==> config.mk <==
export PLATFORM = sky130hd
export DESIGN_NAME = cache_mem_arbiter
export DESIGN_NICKNAME = d
export VERILOG_FILES = /design/src/rtl/cache_mem_arbiter.sv
export SDC_FILE = /design/constraint.sdc
export NUM_CORES = 1
export LEC_CHECK = 0
export ABC_AREA = 1
export CORE_AREA = 8 8 99 101
export DETAILED_ROUTE_END_ITERATION = 10
export DIE_AREA = 0 0 107 109
export GPL_ROUTABILITY_DRIVEN = 1
export HOLD_SLACK_MARGIN = 0.02
export PLACE_DENSITY = 0.83
export RECOVER_POWER = 100
export REMOVE_ABC_BUFFERS = 1
export SLEW_MARGIN = 20
export SYNTH_ARGS = -nofsm -noshare
export SYNTH_HDL_FRONTEND = slang
export SYNTH_SLANG_ARGS = --single-unit
export TNS_END_PERCENT = 5
==> constraint.sdc <==
create_clock -name CLK -period 1.82 [get_ports CLK]
set_input_delay 0.364 -clock CLK [delete_from_list [all_inputs] [get_ports CLK]]
set_output_delay 0.364 -clock CLK [all_outputs]
set_load 0.01 [all_outputs]
==> src/rtl/cache_mem_arbiter.sv <==
// Memory-side controller for the icache/dcache pair: arbitrates with dcache priority
// and a bounded icache starvation guard, and sequences each word access against RAM latency.
module cache_mem_arbiter #(
    parameter int ISTARVE_MAX = 4
) (
    input  logic        CLK,
    input  logic        nRST,
    input  logic        iREN,
    input  logic [31:0] iaddr,
    output logic        iwait,
    output logic [31:0] iload,
    input  logic        dREN,
    input  logic        dWEN,
    input  logic [31:0] daddr,
    input  logic [31:0] dstore,
    output logic        dwait,
    output logic [31:0] dload,
    output logic        ramREN,
    output logic        ramWEN,
    output logic [31:0] ramaddr,
    output logic [31:0] ramstore,
    input  logic [31:0] ramload,
    input  logic [1:0]  ramstate,
    output logic        memerr
);

    localparam int SW = $clog2(ISTARVE_MAX + 1);
    localparam logic [SW-1:0] STREAK_MAX = SW'(ISTARVE_MAX);

    localparam logic [1:0] RAM_ACCESS = 2'd2;
    localparam logic [1:0] RAM_ERROR  = 2'd3;

    typedef enum logic [1:0] {
        IDLE = 2'd0,
        IACC = 2'd1,
        DACC = 2'd2
    } state_t;

    state_t          state, next_state;
    logic [SW-1:0]   dstreak, dstreak_next;
    logic            memerr_q;
    logic            err_seen;

    // NOTE: state registers use non-blocking assignments so every flop samples pre-edge values.
    always_ff @(posedge CLK or negedge nRST) begin
        if (!nRST) begin
            state    <= IDLE;
            dstreak  <= '0;
            memerr_q <= 1'b0;
        end else begin
            state    <= next_state;
            dstreak  <= dstreak_next;
            memerr_q <= memerr_q | err_seen;
        end
    end

    // The error flag is visible in the very cycle the RAM first reports ERROR.
    assign memerr = memerr_q | err_seen;

    // NOTE: every combinational output gets a default first so no path can infer a latch.
    always_comb begin
        next_state   = state;
        dstreak_next = dstreak;
        err_seen     = 1'b0;
        iwait        = 1'b1;
        dwait        = 1'b1;
        iload        = '0;
        dload        = '0;
        ramREN       = 1'b0;
        ramWEN       = 1'b0;
        ramaddr      = '0;
        ramstore     = '0;

        case (state)
            IDLE: begin
                if (dstreak == STREAK_MAX && iREN)
                    next_state = IACC;
                else if (dWEN || dREN)
                    next_state = DACC;
                else if (iREN)
                    next_state = IACC;
            end

            IACC: begin
                ramREN  = 1'b1;
                ramaddr = iaddr;
                if (!iREN) begin
                    next_state = IDLE;
                end else if (ramstate == RAM_ACCESS) begin
                    iwait        = 1'b0;
                    iload        = ramload;
                    next_state   = IDLE;
                    dstreak_next = '0;
                end else if (ramstate == RAM_ERROR) begin
                    err_seen = 1'b1;
                end
            end

            DACC: begin
                ramWEN   = dWEN;
                ramREN   = dREN & ~dWEN;
                ramaddr  = daddr;
                ramstore = dstore;
                if (!(dWEN || dREN)) begin
                    next_state = IDLE;
                end else if (ramstate == RAM_ACCESS) begin
                    dwait      = 1'b0;
                    dload      = dWEN ? '0 : ramload;
                    next_state = IDLE;
                    // Count dcache wins only while the icache is actually waiting.
                    if (!iREN)
                        dstreak_next = '0;
                    else if (dstreak != STREAK_MAX)
                        dstreak_next = dstreak + SW'(1);
                end else if (ramstate == RAM_ERROR) begin
                    err_seen = 1'b1;
                end
            end

            default: next_state = IDLE;
        endcase
    end

endmodule

==> results of run 1 <==
## cell usage in the layout (no fill, tap or decap), types with 2 or more instances in the layout
cell type / netlist / routed
clkbuf_2: 0 / 6
nand3_1: 8 / 8
buf_4: 3 / 15
nand2_1: 130 / 129
inv_2: 2 / 5
buf_2: 18 / 109
ha_4: 0 / 2
ha_1: 6 / 4
nor2_2: 1 / 4
nor3_2: 19 / 29
clkdlybuf4s15_2: 0 / 10
dlymetal6s2s_1: 0 / 4
buf_12: 0 / 8
nand3_2: 2 / 2
buf_6: 0 / 5
nor3_1: 13 / 3
a21oi_1: 33 / 32
clkbuf_8: 0 / 3
dlygate4sd2_1: 0 / 5
inv_1: 77 / 74
dfrtp_1: 6 / 6
buf_8: 0 / 2
nor2_1: 41 / 38
clkdlybuf4s50_1: 0 / 129
## path summary, 6_finish.rpt
path	from	to	depth (start not counted)
worst max register to register	state[1]$_DFFE_PN0P_	dstreak[0]$_DFFE_PN0P_	10
max in group asynchronous	nRST	dstreak[0]$_DFFE_PN0P_	1
worst max-delay path	state[1]$_DFFE_PN0P_	ramaddr[28]	6
min in group asynchronous	nRST	state[0]$_DFFE_PN0P_	1
worst min register to register	memerr_q$_DFF_PN0_	memerr_q$_DFF_PN0_	1
worst min-delay path	memerr_q$_DFF_PN0_	memerr_q$_DFF_PN0_	1
## layout make-up
cell class | count | area, sq um
Timing Repair Buffer | 294 | 2442
Clock buffer | 3 | 41.29
Fill cell | 833 | 3993
Antenna cell | 1 | 2.502
Sequential cell | 6 | 150.1
Inverter | 80 | 300.3
Tap cell | 108 | 135.1
Multi-Input combinational cell | 256 | 1316
## power groups by stage
stage	combinational, uW	sequential [uW]	clock, uW
global route	3590	223	210
CTS	3280	216	197
finish	3270	218	191
global placement	3430	212	0
floorplan	1400	213	0
detailed placement	3500	217	0
## cell families (layout without fill, tap and decap cells)
group | count (synthesis) | after routing
fa+ha+maj | 6 | 6
compound gates | 35 | 35
simple gates | 215 | 215
other cells | 0 | 1
buf+inv | 104 | 377
flops | 6 | 6
## timing repair
item	in CTS	in global routing
resized for setup	426	114
cloned	0	0
endpoints found under the setup margin	133	133
pin swaps	1	2
buffers inserted	2	1
endpoints found under the hold margin	0	0
## stage by stage
step,cells,hold WS [ns],power [uW],setup WS [ns]
2_1_floorplan,342,0.06841,1616,-1.661
3_3_place_gp,741,0.4421,3640,-0.5886
3_5_place_dp,741,0.4474,3718,-0.6236
4_1_cts,746,0.3945,3692,-0.2989
5_1_grt,747,0.4753,4022,-0.2666
6_report,748,0.4519,3675,-0.1700
## registers in the layout, summed over array words and instances, names as in the netlist
register	count
dstreak	3
memerr_q	1
state	2
## per-layer routing
layer | track usage [%] | wire (um) | up-vias
met5 | 0 | 0 | -
met4 | 5.427 | 318 | 0
met3 | 8.511 | 1335 | 22
met2 | 36.37 | 6137 | 165
met1 | 17.27 | 3974 | 1427
li1 | - | - | 1623
==> flow_summary.ini, run 1 <==
[cells_and_area]
layout-drive-gt1-share_pct = 31.77
syn2layout_area_growth_pct = 143.5
nets = 782
postLayoutCellArea_sq_um = 4388
finish.utilization_pct = 52.36

[placement]
gp_congestion = 0.8122
placed_area_sq_um = 4756
hpwl_um = 10200
portBuffers = 267

[run_status]
status = finished, violations left
violations = setup timing

[floorplan]
dieArea_sq_um = 11660
rows = 34
start_util_pct = 21.50
die_h_um = 109
ioPinCount = 268
die_w_um = 107
fp.coreArea_sq_um = 8381

[global_route]
overflow = 0
grt_pass1_vias = 3325
grt_first_pass_wirelength_um = 17620
grtUsageTotal_pct = 18.79
antenna_found_initial = 1
grt_max_degree = 34

[routing]
detail-route-antenna-nets = 0
drt_first_pass_iters = 4
drcViolationCount = 0
via_per_inst = 4.328
wl_um = 11770
vias = 3237
wl_per_cell_um = 15.73
drtIter0Drc = 74

[setup_path]
cp-end-kind = primary output
arrival_ns = 1.63
crit_fanout = 25
reg2reg_slack_ns = 0.14
cpPeakStageDelay_ns = 0.38
path_cells = inv_2, ha_1, clkinv_1, buf_8, a21oi_1, dlygate4sd2_1
cp_num_buf_inv = 4
cp.required_ns = 1.46
crit_family = buffers and inverters
crit_slowest_cell = dfrtp_1
crit_type = flop to primary output
start_kind = flop

[pwr]
pwr_density_cell_nw_per_um2 = 837.6
vdd_drop_max_mv = 0.6010
p_seq_share_pct = 5.9
switchingPower_uw = 1843
p_sw_share_pct = 50.14
comb_power_share_pct = 88.9
p_leak_uw = 0.002484
p_int_uw = 1833
clkPwrFrac_pct = 5.2

[synthesis]
ys.flop_type = dfrtp_1
syn_avg_cell_area_sq_um = 4.923
yosys-top-cells-count = nand2_1 (130), inv_1 (77), nor2_1 (41)
synth-seq-cells = 6
synth_area_leader_cell = nand2_1
yosysUniqueCellTypes = 19
yosysTopAreaCellShare_pct = 27.08
synth_cells = 366
synth_compound_area_share_pct = 9.861
synth_top_family_by_area = simple AND/OR/NAND/NOR gates
ys_seq_area_share_pct = 8.333
ys_top_cells_by_area = nand2_1 (27%), inv_1 (16%), nor3_2 (11%)
synth-simple-area-share_pct = 54.10
async_reset_ff_share_pct = 100.0
synth_xor_xnor_area_share_pct = 0
synth_fa_ha_area_share_pct = 4.167
synth_area_sq_um = 1802
synth_most_common_cell = nand2_1
muxShareOfSynthArea_pct = 0
synth_edf_count = 0
yosysWarningCount = 0

[cts]
hold_buffers = 0
cts_buffer_depth = 2
cts_tree = yes
cts.htree.levels = 1
root_buffer = clkbuf_8
path_clk_slew_ns = 0.03
cts_sinks = 6
cts-buffers-inserted = 3
clkLatencyLatePin_ns = 0.22

[sta]
min_period_ns = 1.990
tightest_slew_ns = 0.2883
setup_viol = 82
fin_ws_ns = -0.1700
maxSlewHeadroom_pct = 80.71
fmax_mhz = 502.5
period_share_pct = 109.3
hold_violations = 0
tns_ns = -5.624
slew_violations = 0
fin_skew_ns = 0.001017
rsz0062_at_grt = yes

[min_path]
holdCritPathClass = flop to flop

[flow_run]
maxCapViolations = 0
(Power assumes the default switching activity.)
==> run 2, diff against run 1 <==
--- a/config.mk
+++ b/config.mk
@@ -7,6 +7,7 @@
 export LEC_CHECK = 0
 export ABC_AREA = 1
 export CORE_AREA = 8 8 99 101
+export CTS_CLUSTER_DIAMETER = 200
 export DETAILED_ROUTE_END_ITERATION = 10
 export DIE_AREA = 0 0 107 109
 export GPL_ROUTABILITY_DRIVEN = 1
==> results of run 2 <==
Same layout as run 1: the final DEF is identical, and so are final timing and power.
